[src/rtl/rv32_decode_unit.sv]
// rv32_decode_unit
//   RV32I decode/control for the single-issue core. Turns the fetched
//   instruction word into datapath selects, the sign-extended immediate and
//   CSR read data. It also holds the two-cycle load sequencer and the 64-bit
//   cycle/instret counters.
//
//   Build option: CTRL_MUL_EN -- when defined, OP with funct7 0x01 decodes as
//   an M-extension multiply (alu_mul=1). When undefined, alu_mul stays 0 and
//   that encoding is illegal.
//
//   Ports:
//     clk        core clock, rising edge
//     reset_n    asynchronous active-low reset
//     ins        current instruction word
//     op_illegal instruction not decodable
//     alu_op     ALU function (RV32I funct3 numbering)
//     alu_alt    sub/sra select
//     alu_imm    ALU B = imm (else rs2)
//     alu_a0     ALU A = 0
//     alu_apc    ALU A = pc
//     alu_b4     ALU B = 4 (overrides alu_imm)
//     alu_mul    writeback from multiplier
//     reg_wen    write rd
//     pc_imm     PC mode: 0 hold, 1 +4, 2 br-if-nz, 3 br-if-z, 4 pc+imm, 5 rs1+imm
//     dmem_read  load address phase
//     dmem_reg   writeback from load data
//     dmem_write store
//     csr_reg    writeback from csr_rdata
//     stage0     first (or only) cycle of instruction
//     imm        immediate
//     csr_rdata  CSR read value (address ins[31:20])
module rv32_decode_unit (
    input  logic        clk,
    input  logic        reset_n,
    input  logic [31:0] ins,
    output logic        op_illegal,
    output logic [2:0]  alu_op,
    output logic        alu_alt,
    output logic        alu_imm,
    output logic        alu_a0,
    output logic        alu_apc,
    output logic        alu_b4,
    output logic        alu_mul,
    output logic        reg_wen,
    output logic [2:0]  pc_imm,
    output logic        dmem_read,
    output logic        dmem_reg,
    output logic        dmem_write,
    output logic        csr_reg,
    output logic        stage0,
    output logic [31:0] imm,
    output logic [31:0] csr_rdata
);

    localparam logic [6:0] OPC_LUI    = 7'b0110111;
    localparam logic [6:0] OPC_AUIPC  = 7'b0010111;
    localparam logic [6:0] OPC_JAL    = 7'b1101111;
    localparam logic [6:0] OPC_JALR   = 7'b1100111;
    localparam logic [6:0] OPC_BRANCH = 7'b1100011;
    localparam logic [6:0] OPC_LOAD   = 7'b0000011;
    localparam logic [6:0] OPC_STORE  = 7'b0100011;
    localparam logic [6:0] OPC_OPIMM  = 7'b0010011;
    localparam logic [6:0] OPC_OP     = 7'b0110011;
    localparam logic [6:0] OPC_FENCE  = 7'b0001111;
    localparam logic [6:0] OPC_SYSTEM = 7'b1110011;

    typedef enum logic {
        ST_FIRST,
        ST_SECOND
    } state_t;

    state_t      state;
    state_t      state_next;
    logic [63:0] cycle;
    logic [63:0] instret;
    logic        illegal;
    logic        load_first;

    logic [6:0] opcode;
    logic [2:0] funct3;
    logic [6:0] funct7;

    assign opcode = ins[6:0];
    assign funct3 = ins[14:12];
    assign funct7 = ins[31:25];

    // Immediate, selected by instruction format.
    always_comb begin
        imm = '0;
        case (opcode)
            OPC_LOAD, OPC_OPIMM, OPC_JALR:
                imm = {{20{ins[31]}}, ins[31:20]};
            OPC_STORE:
                imm = {{20{ins[31]}}, ins[31:25], ins[11:7]};
            OPC_BRANCH:
                imm = {{19{ins[31]}}, ins[31], ins[7], ins[30:25], ins[11:8], 1'b0};
            OPC_LUI, OPC_AUIPC:
                imm = {ins[31:12], 12'b0};
            OPC_JAL:
                imm = {{11{ins[31]}}, ins[31], ins[19:12], ins[20], ins[30:21], 1'b0};
            default:
                imm = '0;
        endcase
    end

    // Control decode. The opcode case sets the flags and raises 'illegal'.
    // An illegal instruction then clears every flag. Reset overrides last.
    always_comb begin
        op_illegal = 1'b0;
        alu_op     = 3'd0;
        alu_alt    = 1'b0;
        alu_imm    = 1'b0;
        alu_a0     = 1'b0;
        alu_apc    = 1'b0;
        alu_b4     = 1'b0;
        alu_mul    = 1'b0;
        reg_wen    = 1'b0;
        pc_imm     = 3'd1;
        dmem_read  = 1'b0;
        dmem_reg   = 1'b0;
        dmem_write = 1'b0;
        csr_reg    = 1'b0;
        stage0     = (state == ST_FIRST);
        illegal    = 1'b0;
        load_first = 1'b0;

        case (opcode)
            OPC_LUI: begin
                alu_a0  = 1'b1;
                alu_imm = 1'b1;
                reg_wen = 1'b1;
            end
            OPC_AUIPC: begin
                alu_apc = 1'b1;
                alu_imm = 1'b1;
                reg_wen = 1'b1;
            end
            OPC_JAL: begin
                alu_apc = 1'b1;
                alu_b4  = 1'b1;
                reg_wen = 1'b1;
                pc_imm  = 3'd4;
            end
            OPC_JALR: begin
                if (funct3 == 3'b000) begin
                    alu_apc = 1'b1;
                    alu_b4  = 1'b1;
                    reg_wen = 1'b1;
                    pc_imm  = 3'd5;
                end else begin
                    illegal = 1'b1;
                end
            end
            OPC_BRANCH: begin
                // Equality uses sub (zero test); ordering uses slt/sltu result.
                case (funct3)
                    3'b000: begin alu_alt = 1'b1; pc_imm = 3'd3; end
                    3'b001: begin alu_alt = 1'b1; pc_imm = 3'd2; end
                    3'b100: begin alu_op = 3'd2;  pc_imm = 3'd2; end
                    3'b101: begin alu_op = 3'd2;  pc_imm = 3'd3; end
                    3'b110: begin alu_op = 3'd3;  pc_imm = 3'd2; end
                    3'b111: begin alu_op = 3'd3;  pc_imm = 3'd3; end
                    default: illegal = 1'b1;
                endcase
            end
            OPC_LOAD: begin
                if (funct3 == 3'b000 || funct3 == 3'b001 || funct3 == 3'b010 ||
                    funct3 == 3'b100 || funct3 == 3'b101) begin
                    alu_imm   = 1'b1;
                    dmem_read = 1'b1;
                    if (state == ST_FIRST) begin
                        pc_imm     = 3'd0;
                        load_first = 1'b1;
                    end else begin
                        dmem_reg = 1'b1;
                        reg_wen  = 1'b1;
                    end
                end else begin
                    illegal = 1'b1;
                end
            end
            OPC_STORE: begin
                if (funct3 == 3'b000 || funct3 == 3'b001 || funct3 == 3'b010) begin
                    alu_imm    = 1'b1;
                    dmem_write = 1'b1;
                end else begin
                    illegal = 1'b1;
                end
            end
            OPC_OPIMM: begin
                alu_imm = 1'b1;
                alu_op  = funct3;
                reg_wen = 1'b1;
                if (funct3 == 3'b001) begin
                    if (funct7 != 7'h00) illegal = 1'b1;
                end else if (funct3 == 3'b101) begin
                    alu_alt = ins[30];
                    if (funct7 != 7'h00 && funct7 != 7'h20) illegal = 1'b1;
                end
            end
            OPC_OP: begin
                alu_op  = funct3;
                reg_wen = 1'b1;
                if (funct7 == 7'h00) begin
                    alu_alt = 1'b0;
                end else if (funct7 == 7'h20 && (funct3 == 3'b000 || funct3 == 3'b101)) begin
                    alu_alt = 1'b1;
`ifdef CTRL_MUL_EN
                end else if (funct7 == 7'h01) begin
                    alu_mul = 1'b1;
`endif
                end else begin
                    illegal = 1'b1;
                end
            end
            OPC_FENCE: begin
                pc_imm = 3'd1;
            end
            OPC_SYSTEM: begin
                // ECALL/EBREAK are NOPs; CSR ops only read, writes are dropped.
                if (funct3 != 3'b000) begin
                    csr_reg = 1'b1;
                    reg_wen = 1'b1;
                end
            end
            default: illegal = 1'b1;
        endcase

        if (illegal) begin
            op_illegal = 1'b1;
            alu_op     = 3'd0;
            alu_alt    = 1'b0;
            alu_imm    = 1'b0;
            alu_a0     = 1'b0;
            alu_apc    = 1'b0;
            alu_b4     = 1'b0;
            alu_mul    = 1'b0;
            reg_wen    = 1'b0;
            pc_imm     = 3'd1;
            dmem_read  = 1'b0;
            dmem_reg   = 1'b0;
            dmem_write = 1'b0;
            csr_reg    = 1'b0;
        end

        if (!reset_n) begin
            reg_wen    = 1'b0;
            dmem_read  = 1'b0;
            dmem_write = 1'b0;
            pc_imm     = 3'd0;
            stage0     = 1'b1;
        end
    end

    always_comb begin
        state_next = load_first ? ST_SECOND : ST_FIRST;
    end

    always_ff @(posedge clk or negedge reset_n) begin
        if (!reset_n) begin
            state   <= ST_FIRST;
            cycle   <= '0;
            instret <= '0;
        end else begin
            state <= state_next;
            cycle <= cycle + 64'd1;
            // Every cycle retires except the address phase of a load.
            if (!load_first) begin
                instret <= instret + 64'd1;
            end
        end
    end

    always_comb begin
        case (ins[31:20])
            12'hC00, 12'hC01: csr_rdata = cycle[31:0];
            12'hC80, 12'hC81: csr_rdata = cycle[63:32];
            12'hC02:          csr_rdata = instret[31:0];
            12'hC82:          csr_rdata = instret[63:32];
            default:          csr_rdata = '0;
        endcase
    end

endmodule

[config.mk]
export PLATFORM = sky130hd
export DESIGN_NAME = rv32_decode_unit
export DESIGN_NICKNAME = d
export VERILOG_FILES = /design/src/rtl/rv32_decode_unit.sv
export SDC_FILE = /design/constraint.sdc
export NUM_CORES = 1
export LEC_CHECK = 0
export ABC_AREA = 0
export CAP_MARGIN = 25
export CORE_ASPECT_RATIO = 0.7
export CORE_MARGIN = 8
export CORE_UTILIZATION = 24
export DETAILED_ROUTE_END_ITERATION = 10
export PLACE_DENSITY = 0.43
export SYNTH_ARGS = -nofsm -noshare
export SYNTH_HDL_FRONTEND = slang
export SYNTH_SLANG_ARGS = --single-unit
export TNS_END_PERCENT = 10
[constraint.sdc]
create_clock -name clk -period 2.4 [get_ports clk]
set_input_delay 0.48 -clock clk [delete_from_list [all_inputs] [get_ports clk]]
set_output_delay 0.48 -clock clk [all_outputs]
set_load 0.01 [all_outputs]
==> metrics.md, run 1 <==
| Metric | Value |
|---|---|
| CTS buffer count | `17` |
| Post-synthesis simple-gate area fraction | `0.255` |
| Std cell rows | `55` |
| Core area | `around 32000 um^2` |
| Syn. warnings | `0` |
| Wire per inst | `19.8 um` |
| Sequential share of the synthesized area | `0.412` |
| RSZ-0062 raised after global routing | `yes` |
| Top-area cell type share of the netlist area | `0.412` |
| Final TNS setup | `-8.74 ns` |
| DP Wirelength | `22.0 mm` |
| Pwr Density | `475 nW/um^2` |
| Leak Pwr | `5.42 nW` |
| Port bufs | `115` |
| Clock transition at path regs | `0.06 ns` |
| DR iter-0 viols | `469` |
| Worst r2r dst | `instret[63]` |
| Post-Layout Cell Count | `1496` |
| Post-route setup slack | `-0.248 ns` |
| CTS tree | `built` |
| Synth Register Bits | `129` |
| Tmin final | `approximately 2.6 ns` |
| Startpoint types | `input port` |
| Clock H-tree levels | `4` |
| Die H | `167 um` |
| Max-slew violation count | `0` |
| Antenna violations before repair | `0` |
| Drt first pass iters | `5` |
| GRT Residual Overflow | `0` |
| Share of layout cells above drive strength 1 | `0.335` |
| Drc violations | `0` |
| Crit path capture type | `output pin` |
| Syn Nets | `around 840` |
| Hold Fails Final Rpt | `0` |
| Area contributors post-synth | `dfrtp_1 41%, mux2i_1 8.2%, xnor2_1 7.5%` |
| Status | `complete, but fails checks` |
| Vias/cell | `4.87` |
| Die extent in x | `232 um` |
| Drt total wl | `29.7 mm` |
| Period utilization | `1.10` |
| First-pass GRT wire length | `46.1 mm` |
| DR vias | `7290` |
| Largest net degree at the start of global routing | `48` |
| Post-Route Utilization | `0.362` |
| Post-synth EDFFs | `0` |
| Final Wtd Congestion | `approximately 0.83` |
| Met1 Use GR | `0.225` |
| Area grow syn2layout | `48.6%` |
| Final setup violating endpoints | `52` |
| Initial Util | `0.243` |
| Die area | `38800 um^2` |
| GR peak layer | `met1` |
| Total GRT Usage | `0.152` |
| Post-route ant nets | `0` |
| Synthesized instance count | `808` |
| Root Buffer | `clkbuf_16` |
| Antenna cells | `0` |
| CTS Sinks | `129` |
| Post-synthesis instance area | `7840 um^2` |
| Met3 Track Usage GR | `0.0307` |
| Inst Count DP | `1455` |
| FF-to-FF path depth | `5` |
| Multiplexer area fraction after synthesis | `0.0832` |
| Clock Latency Late Sink | `around 0.43 ns` |
| I/O pin total | `117` |
| Worst hold margin | `0.470 ns` |
| Max cap viols | `0` |
| Post-synth ARST share | `1.00` |
| Failing checks | `setup timing` |
| Global-route met2 utilization | `0.223` |
| Critical path peak fanout | `8` |
| Synth Area in Compound Gates | `0.0800` |
| Highest clock rate | `378 MHz` |
| CP Class | `input port to output pin` |
| Netlist cell types | `61` |
| Post-synthesis adder-cell area fraction | `0.00319` |
| CTS Buffer Depth | `2` |
| Vias in the first global route | `7400` |
| Slew @ Worst Pin | `0.800 ns` |
| Fill count | `3313` |
| Worst vdd ir | `0.340 mV` |
| Final #Nets | `about 1100` |
| XOR/XNOR share of the synthesized area | `0.141` |
| Slew headroom | `0.463` |
| Area leader, netlist | `dfrtp_1` |
| Syn avg cell area | `between 9 and 10 um^2` |
| Arrival @ worst endpoint | `2.17 ns` |
| Req. time, crit path | `1.92 ns` |
| HP Class | `input port to asynchronous set/reset pin` |
| Flop-to-flop setup slack | `0.15 ns` |
| Most used DFF post-synth | `dfrtp_1` |
| Main combinational cell family by area after synthesis | `simple AND/OR/NAND/NOR gates` |
| Clk_skew | `0.00801 ns` |
| Start of the worst register-to-register path | `instret[18]` |
state kept, by name (all words and copies together), names as in the netlist:
name	cells
cycle	64
instret	64
state	1
logic make-up (layout without fill, tap and decap cells):
group	after synthesis	after routing
other	1	1
and+or+nand+nor	350	351
xor gates and xnor gates	126	126
AOI/OAI and AO/OA	87	87
DFF	129	129
buffers and inverters	48	308
muxes	65	65
adders and majority gates	2	2
worst max-delay path, cell delays in order:
cell and delay (ns):
buf_6 0.09, or4_4 0.58, nor3_4 0.17, nand3b_1 0.17, buf_6 0.18, buf_12 0.15, o22ai_2 0.16, buf_2 0.17
power by group:
| part | total, mW | switching, mW | internal [mW] |
|---|---|---|---|
| registers | 2.31 | 0.0761 | 2.24 |
| logic | 0.643 | 0.327 | 0.317 |
| clock network | 2.58 | 0.961 | 1.62 |
| total | 5.54 | 1.36 | 4.17 |
cell usage after synthesis, types with 2 or more instances:
cell,number
a211oi_1,2
a21o_1,19
a21oi_1,6
a22o_1,5
a32oi_1,3
and2_1,16
and3_1,17
and4_1,7
buf_2,6
buf_4,4
clkbuf_1,21
dfrtp_1,129
ha_1,2
inv_1,16
mux2i_1,64
nand2_1,62
nand2b_1,5
nand3_1,58
nand4_1,32
nand4_2,3
nand4_4,3
nand4b_1,3
nor2_1,54
nor2b_1,2
nor3_1,38
nor4_1,23
nor4_2,3
nor4_4,4
o21a_1,3
o21ai_0,5
o22ai_1,33
or2_2,2
or3_1,3
or3_2,2
or3_4,2
or4_1,2
xnor2_1,67
xor2_1,59
per-layer routing:
layer / part of all wire / vias to the layer above
met2: 0.42 / 194
met1: 0.50 / 3647
met3: 0.061 / 23
met4: 0.010 / 0
li1: - / 3426
met5: 0 / -
through the flow:
step                      cell area (um^2)  total power, mW  setup WS [ns]
final                                11700             5.54         -0.248
after global routing                 11700             5.75         -0.332
after CTS                            11500             5.58         -0.256
after detailed placement             10500             2.96          -1.29
after global placement               10500             2.96          -1.35
after floorplan                       7860             2.59         -0.179
worst max path at each step:
stage / end / slack, ns / cells after the start / from
CTS: csr_rdata[29] / -0.26 / 8 / ins[25]
global route: csr_rdata[21] / -0.33 / 8 / ins[25]
finish: csr_rdata[26] / -0.25 / 8 / ins[25]
global placement: csr_rdata[15] / -1.35 / 8 / ins[26]
floorplan: alu_imm / -0.18 / 6 / ins[14]
detailed placement: csr_rdata[15] / -1.29 / 8 / ins[26]
cells in the final DEF (no fill, tap or decap), types with 14 or more instances in the layout:
master             n
dfrtp_1          129
buf_4            125
xnor2_1           67
mux2i_1           64
xor2_1            58
nand2_1           57
nand3_1           57
nor2_1            50
buf_6             49
buf_2             37
nor3_1            33
nand4_1           32
nor4_1            21
a21o_1            19
o22ai_4           18
and3_1            17
clkbuf_16         17
inv_1             16
o22ai_2           15
clkdlybuf4s50_1   14
cell type report:
cell class	instances	area, um^2	share of cell area
clock buffers	24	492	0.0422
clock inverters	6	80.1	0.00687
inverters	16	60.1	0.00515
multi-input cells	632	4940	0.424
flip-flops and latches	129	3230	0.277
well taps	427	534	0.0459
repair buffers	262	2320	0.199
repair_timing:
action                                  CTS  global route
hold buffers                              1             0
cloned                                    4             0
buffers inserted                          8             0
pin swaps                                48             6
endpoints found under the setup margin  130            78
resized for setup                       472            37
hold endpoints to repair                  9             0
Note: power is estimated with default switching activity, not from simulation.
==> inputs of run 2 (changes only) <==
SETUP_SLACK_MARGIN = 0.1   (was unset)
==> run 2 against run 1 <==
Against the previous run:
- the flow still finishes with violations (setup timing)
- setup slack got worse by 0.19 ns
- utilization is 0.16 points lower
- worst hold slack got worse by 0.24 ns
- first-iteration DRC count grew 31%
- combinational power is 2% lower
==> metrics.md, run 2 (synthesis gave the netlist of run 1 again) <==
| Metric | Value |
|---|---|
| Max-slew violation count | `0 (unchanged)` |
| Clk_skew | `0.0123 ns (+0.00429 ns)` |
| Drt total wl | `29.1 mm (-2.0%)` |
| Post-route setup slack | `-0.441 ns (-0.193 ns)` |
| Post-route ant nets | `0 (unchanged)` |
| Area grow syn2layout | `48.0%` |
| Final Wtd Congestion | `0.812 (-2.5%)` |
| Wire per inst | `19.4 um (-2.5%)` |
| CP Class | `input port to output pin` |
| Tmin final | `2.84 ns (+0.193 ns)` |
| Critical path peak fanout | `8 (unchanged)` |
| Status | `complete, but fails checks` |
| Largest net degree at the start of global routing | `129 (+170%)` |
| Antenna violations before repair | `1 (+1)` |
| Pwr Density | `485 nW/um^2 (+2.0%)` |
| DR vias | `7176 (-1.6%)` |
| Slowest cell on the critical path | `or4_4` |
| DR iter-0 viols | `613 (+31%)` |
| CTS Sinks | `129 (unchanged)` |
| Die extent in x | `232 um (unchanged)` |
| Core area | `32200 um^2 (unchanged)` |
| Drc violations | `0 (unchanged)` |
| Drt first pass iters | `5 (unchanged)` |
| Worst vdd ir | `0.402 mV (+18%)` |
| Final #Nets | `1100 (+0.55%)` |
| I/O pin total | `117 (unchanged)` |
| HP Class | `input port to asynchronous set/reset pin` |
| Antenna cells | `0 (unchanged)` |
| RSZ-0062 raised after global routing | `yes` |
| Failing checks | `setup timing` |
| Total GRT Usage | `0.148 (-0.00420)` |
| GRT Residual Overflow | `0 (unchanged)` |
| Port bufs | `115 (unchanged)` |
| Clock transition at path regs | `0.06 ns (about the same)` |
| Final setup violating endpoints | `50 (-3.8%)` |
| Leak Pwr | `5.50 nW (+1.6%)` |
| CTS tree | `built` |
| Req. time, crit path | `1.92 ns (about the same)` |
| Max cap viols | `0 (unchanged)` |
| Largest regs | `cycle: 64 flops, instret: 64 flops, state: 1 flops` |
| Post-Route Utilization | `0.360 (-0.00155)` |
| Share of layout cells above drive strength 1 | `0.328 (-0.00713)` |
| CTS Buffer Depth | `2 (unchanged)` |
| First-pass GRT wire length | `44.7 mm (-3.0%)` |
| Initial Util | `0.243 (unchanged)` |
| Slowest stage delay, CP | `0.56 ns (-0.02 ns)` |
| Vias/cell | `4.77 (-2.1%)` |
| Vias in the first global route | `7207 (-2.6%)` |
| Root Buffer | `clkbuf_16` |
| Slew headroom | `0.512 (+0.0496)` |
| Startpoint types | `input port` |
| Clock Latency Late Sink | `0.42 ns (about the same)` |
| CTS buffer count | `17 (unchanged)` |
| Commonest non-fill, non-tap cells in the layout | `132 x buf_4, 129 x dfrtp_1, 67 x xnor2_1, 64 x mux2i_1, 59 x xor2_1` |
| Clock H-tree levels | `4 (unchanged)` |
| Die area | `38800 um^2 (unchanged)` |
| Crit-path cells | `buf_6 -> or4_4 -> nor3_4 -> buf_4 -> nand3b_1 -> buf_6 -> buf_12 -> buf_16 -> buf_12 -> o22ai_4 -> buf_6` |
| Delay-heaviest family, CP | `buffers and inverters` |
| Arrival @ worst endpoint | `2.36 ns (+0.19 ns)` |
| CP most frequent cell | `buf_6` |
| Commonest non-fill, non-tap cell in the layout | `buf_4` |
| Crit path capture type | `output pin` |
| Worst path buffer plus inverter count | `7 (+3)` |
| Dpl ws | `-1.21 ns (+0.0806 ns)` |
| Slew @ Worst Pin | `0.731 ns (-0.0683 ns)` |
| Std cell rows | `55 (unchanged)` |
| DP Wirelength | `21.6 mm (-2.2%)` |
| Highest clock rate | `352 MHz (-6.8%)` |
| Period utilization | `1.18 (+0.0805)` |
| Hold Fails Final Rpt | `0 (unchanged)` |
| Die H | `167 um (unchanged)` |
==> run 2: final timing paths <==
| kind | start | endpoint | slack (ns) | cells past startpoint |
|---|---|---|---|---|
| hold / removal | reset_n | instret[17] | 0.23 | 2 |
| hold reg to reg | instret[63] | instret[63] | 0.48 | 1 |
| max in group asynchronous | reset_n | cycle[58] | 1.60 | 2 |
| setup / recovery | ins[25] | csr_rdata[0] | -0.44 | 11 |
| min in group clk | instret[63] | instret[63] | 0.48 | 1 |
| setup reg to reg | instret[18] | instret[53] | 0.22 | 5 |
==> run 2: power by group <==
group	internal [mW]	switching, mW
registers	2.24	0.0720
logic	0.303	0.328
clock network	1.65	1.03
total	4.19	1.43
==> run 2: what timing repair did <==
item,4_1_cts,5_1_grt
gates cloned,4,0
gates resized for setup,320,107
endpoints found under the hold margin,1,0
hold buffers,1,0
pin swaps,37,10
setup endpoints to repair,137,86
buffers inserted,6,2
==> run 2: final cells by class <==
| type | count | area [um^2] |
|---|---|---|
| Inverter | 16 | 60.1 |
| Fill cell | 3310 | 20600 |
| Multi-Input combinational cell | 632 | 4870 |
| Timing Repair Buffer | 268 | 2300 |
| Tap cell | 427 | 534 |
| Sequential cell | 129 | 3230 |
| Clock buffer | 18 | 439 |
| Clock inverter | 14 | 165 |
==> run 2: per-stage QoR <==
stage / total power [mW] / TNS (ns) / std cells / hold slack, ns / area (um^2)
2_1_floorplan: 2.60 / -0.431 / 808 / 0.184 / 7930
3_3_place_gp: 2.96 / -109.58 / 1459 / 0.305 / 10600
3_5_place_dp: 2.96 / -107.81 / 1459 / 0.305 / 10600
4_1_cts: 5.69 / -22.55 / 1502 / 0.303 / 11600
5_1_grt: 5.84 / -17.11 / 1504 / 0.313 / 11600
6_report: 5.62 / -13.49 / 1504 / 0.233 / 11600
==> run 2: worst register-to-register path, cell delays in order, from the launching register on <==
cell and delay (ns):
dfrtp_1 0.47, nand4_4 0.22, nor4_4 0.48, nand4_1 0.38, nor4_1 0.38, xor2_1 0.17
==> run 2: metal layers <==
metal / wire length, um / vias up / GRT usage / share of wire
li1: - / 3465 / - / -
met1: 15400 / 3508 / 0.225 / 0.53
met2: 12000 / 193 / 0.211 / 0.41
met3: 1600 / 10 / 0.0331 / 0.055
met4: 145 / 0 / 0.0246 / 0.0050
met5: 0 / - / 0 / 0
==> inputs of run 3 (changes only) <==
CORE_MARGIN = 5   (was 8)
REMOVE_ABC_BUFFERS = 1   (was unset)
==> run 3 against run 2 <==
Against the previous run:
- via count is 1.0% lower
- highest routed layer unchanged
- the run still ends with setup timing left
- critical path depth is 4 lower
- largest cell class unchanged
- wire length is 5.4% lower
- non-clock buffer count is 9 higher
- cell area is 0.20% lower
- setup slack better by 0.14 ns
- die area is 6.1% lower
- maximum frequency is 5.2% higher
- utilization is 0.15 points lower
- largest power group unchanged
- critical endpoint is now alu_alt
==> metrics.md, run 3 (synthesis gave the netlist of run 1 again) <==
| Metric | Value |
|---|---|
| DR iter-0 viols | `459 (-25%)` |
| Flop-to-flop setup slack | `0.24 ns (+0.02 ns)` |
| Period utilization | `1.13 (-0.0582)` |
| Start of the worst register-to-register path | `instret[0]` |
| Sw frac | `0.242 (-0.0118)` |
| Drc violations | `0 (unchanged)` |
| Max cap viols | `0 (unchanged)` |
| Initial Util | `0.243 (-0.000519)` |
| Commonest non-fill, non-tap cells in the layout | `129 x dfrtp_1, 128 x buf_4, 67 x xnor2_1, 64 x mux2i_1` |
| Highest clock rate | `370 MHz (+5.2%)` |
| Crit path capture type | `output pin` |
| Die H | `161 um (-3.6%)` |
| Tmin final | `2.70 ns (-0.140 ns)` |
| Post-route setup slack | `-0.301 ns (+0.140 ns)` |
| Final #Nets | `1108 (+0.73%)` |
| Seq pwr share | `0.403 (-0.007)` |
| Share of layout cells above drive strength 1 | `0.321 (-0.00702)` |
| Post-route ant nets | `0 (unchanged)` |
| CTS Buffer Depth | `2 (unchanged)` |
| Final Wtd Congestion | `0.821 (+1.1%)` |
| Failing checks | `setup timing` |
| Arrival @ worst endpoint | `2.22 ns (-0.14 ns)` |
| Critical path peak fanout | `3 (-5)` |
| Slew @ Worst Pin | `0.861 ns (+0.129 ns)` |
| GRT Residual Overflow | `0 (unchanged)` |
| Post-cts hold buffer count | `0 (-1)` |
| Drt total wl | `27.5 mm (-5.4%)` |
| Core area | `32300 um^2 (+0.21%)` |
| CTS Sinks | `129 (unchanged)` |
| Commonest non-fill, non-tap cell in the layout | `dfrtp_1` |
| Req. time, crit path | `1.92 ns (about the same)` |
| HP Class | `input port to asynchronous set/reset pin` |
| Std cell rows | `55 (unchanged)` |
| Comb pwr share | `0.115 (+0.003)` |
| Leak Pwr | `5.42 nW (-1.4%)` |
| Drt first pass iters | `4 (-1)` |
| Area grow syn2layout | `47.7%` |
| Largest regs | `cycle: 64 flops, instret: 64 flops, state: 1 flops` |
| CTS tree | `built` |
| DP Wirelength | `20.9 mm (-3.1%)` |
| CP Class | `input port to output pin` |
| Vias in the first global route | `7162 (-0.62%)` |
| Psw | `1.38 mW (-3.2%)` |
| CTS buffer count | `17 (unchanged)` |
| Clock share of power | `0.482 (+0.005)` |
| Clk_skew | `0.00869 ns (-0.00362 ns)` |
| Clock transition at path regs | `0.06 ns (about the same)` |
| Pwr Density | `493 nW/um^2 (+1.7%)` |
| Vias/cell | `4.69 (-1.6%)` |
| Status | `complete, but fails checks` |
| RSZ-0062 raised after global routing | `yes` |
| Die area | `36400 um^2 (-6.1%)` |
| I/O pin total | `117 (unchanged)` |
| FF-to-FF path depth | `6 (+1)` |
| Largest net degree at the start of global routing | `130 (+0.78%)` |
| Worst vdd ir | `0.399 mV (-0.54%)` |
| Worst r2r dst | `instret[46]` |
| Startpoint types | `input port` |
| Max-slew violation count | `0 (unchanged)` |
| Final setup violating endpoints | `67 (+34%)` |
| Port bufs | `115 (unchanged)` |
| Wire per inst | `18.2 um (-5.9%)` |
| First-pass GRT wire length | `43.5 mm (-2.5%)` |
| Slew headroom | `0.426 (-0.0863)` |
| Clock Latency Late Sink | `0.42 ns (about the same)` |
| Antenna violations before repair | `1 (unchanged)` |
| Post-Route Utilization | `0.359 (-0.00150)` |
| Die extent in x | `226 um (-2.6%)` |
| Root Buffer | `clkbuf_16` |
| Inst Count DP | `1454 (-0.34%)` |
| Post-Layout Cell Count | `1513 (+0.60%)` |
| Hold Fails Final Rpt | `0 (unchanged)` |
| Total GRT Usage | `0.152 (+0.00426)` |
| Int Power | `4.32 mW (+3.1%)` |
| Clock H-tree levels | `4 (unchanged)` |
| DR vias | `7101 (-1.0%)` |
-- run 3: cell count changes in the layout (fill, tap and decap cells not counted), moves of 5 or more --
cell / change
buf_6: +7
clkbuf_2: -12
dlymetal6s2s_1: -6
clkdlybuf4s15_2: +30
nor3_2: +5
o22ai_1: +31
o22ai_2: -19
o22ai_4: -12
-- run 3: worst max path at each step --
| stage | startpoint | depth (start not counted) | end | slack (ns) |
|---|---|---|---|---|
| 2_1_floorplan | ins[25] | 4 | csr_rdata[0] | -0.38 |
| 3_3_place_gp | ins[3] | 8 | alu_alt | -1.30 |
| 3_5_place_dp | ins[25] | 8 | reg_wen | -1.28 |
| 4_1_cts | ins[28] | 7 | alu_alt | -0.34 |
| 5_1_grt | ins[26] | 7 | alu_alt | -0.35 |
| 6_report | ins[26] | 7 | alu_alt | -0.30 |
-- run 3: cell type report --
type	instances	area [um^2]
well taps	427	534
clock inverters	11	161
multi-input cells	631	4650
fillers	3201	20700
diodes	1	2.50
repair buffers	277	2490
inverters	16	60.1
flip-flops and latches	129	3230
clock buffers	21	450
-- run 3: repair_timing --
action,in CTS,in global routing
pin swaps,26,16
setup endpoints to repair,133,83
setup buffers,21,5
cloned,1,0
hold endpoints to repair,0,0
gates resized for setup,404,36
-- run 3: through the flow --
| step | hold WS [ns] | power [mW] | instance area (um^2) | TNS, ns | worst slack (ns) |
|---|---|---|---|---|---|
| floorplan | 0.184 | 2.55 | 7690 | -12.59 | -0.379 |
| global placement | 0.458 | 2.94 | 10500 | -113.70 | -1.30 |
| detailed placement | 0.469 | 2.93 | 10500 | -110.12 | -1.28 |
| CTS | 0.232 | 5.75 | 11500 | -12.01 | -0.344 |
| global route | 0.248 | 5.93 | 11600 | -15.17 | -0.347 |
| finish | 0.107 | 5.71 | 11600 | -11.23 | -0.301 |
-- run 3: worst max-delay path: stages --
cell and delay [ns]:
buf_6 0.09, or4_4 0.57, or3_4 0.36, a211oi_2 0.25
a32oi_1 0.15, nor3_2 0.15, buf_2 0.16
-- run 3: power groups by stage --
stage                     logic (mW)  clock network (mW)  registers (mW)
after floorplan                0.212                   0            2.33
after global placement         0.601                   0            2.34
after detailed placement       0.595                   0            2.34
after CTS                      0.645                2.81            2.30
after global routing           0.710                2.91            2.31
final                          0.655                2.75            2.30
-- run 3: layer usage --
metal	part of all wire	global-route usage	wire length, um
met3	0.026	0.0253	715
met4	0.0077	0.0239	211
met2	0.45	0.231	12500
met5	0	0	0
met1	0.51	0.231	14100
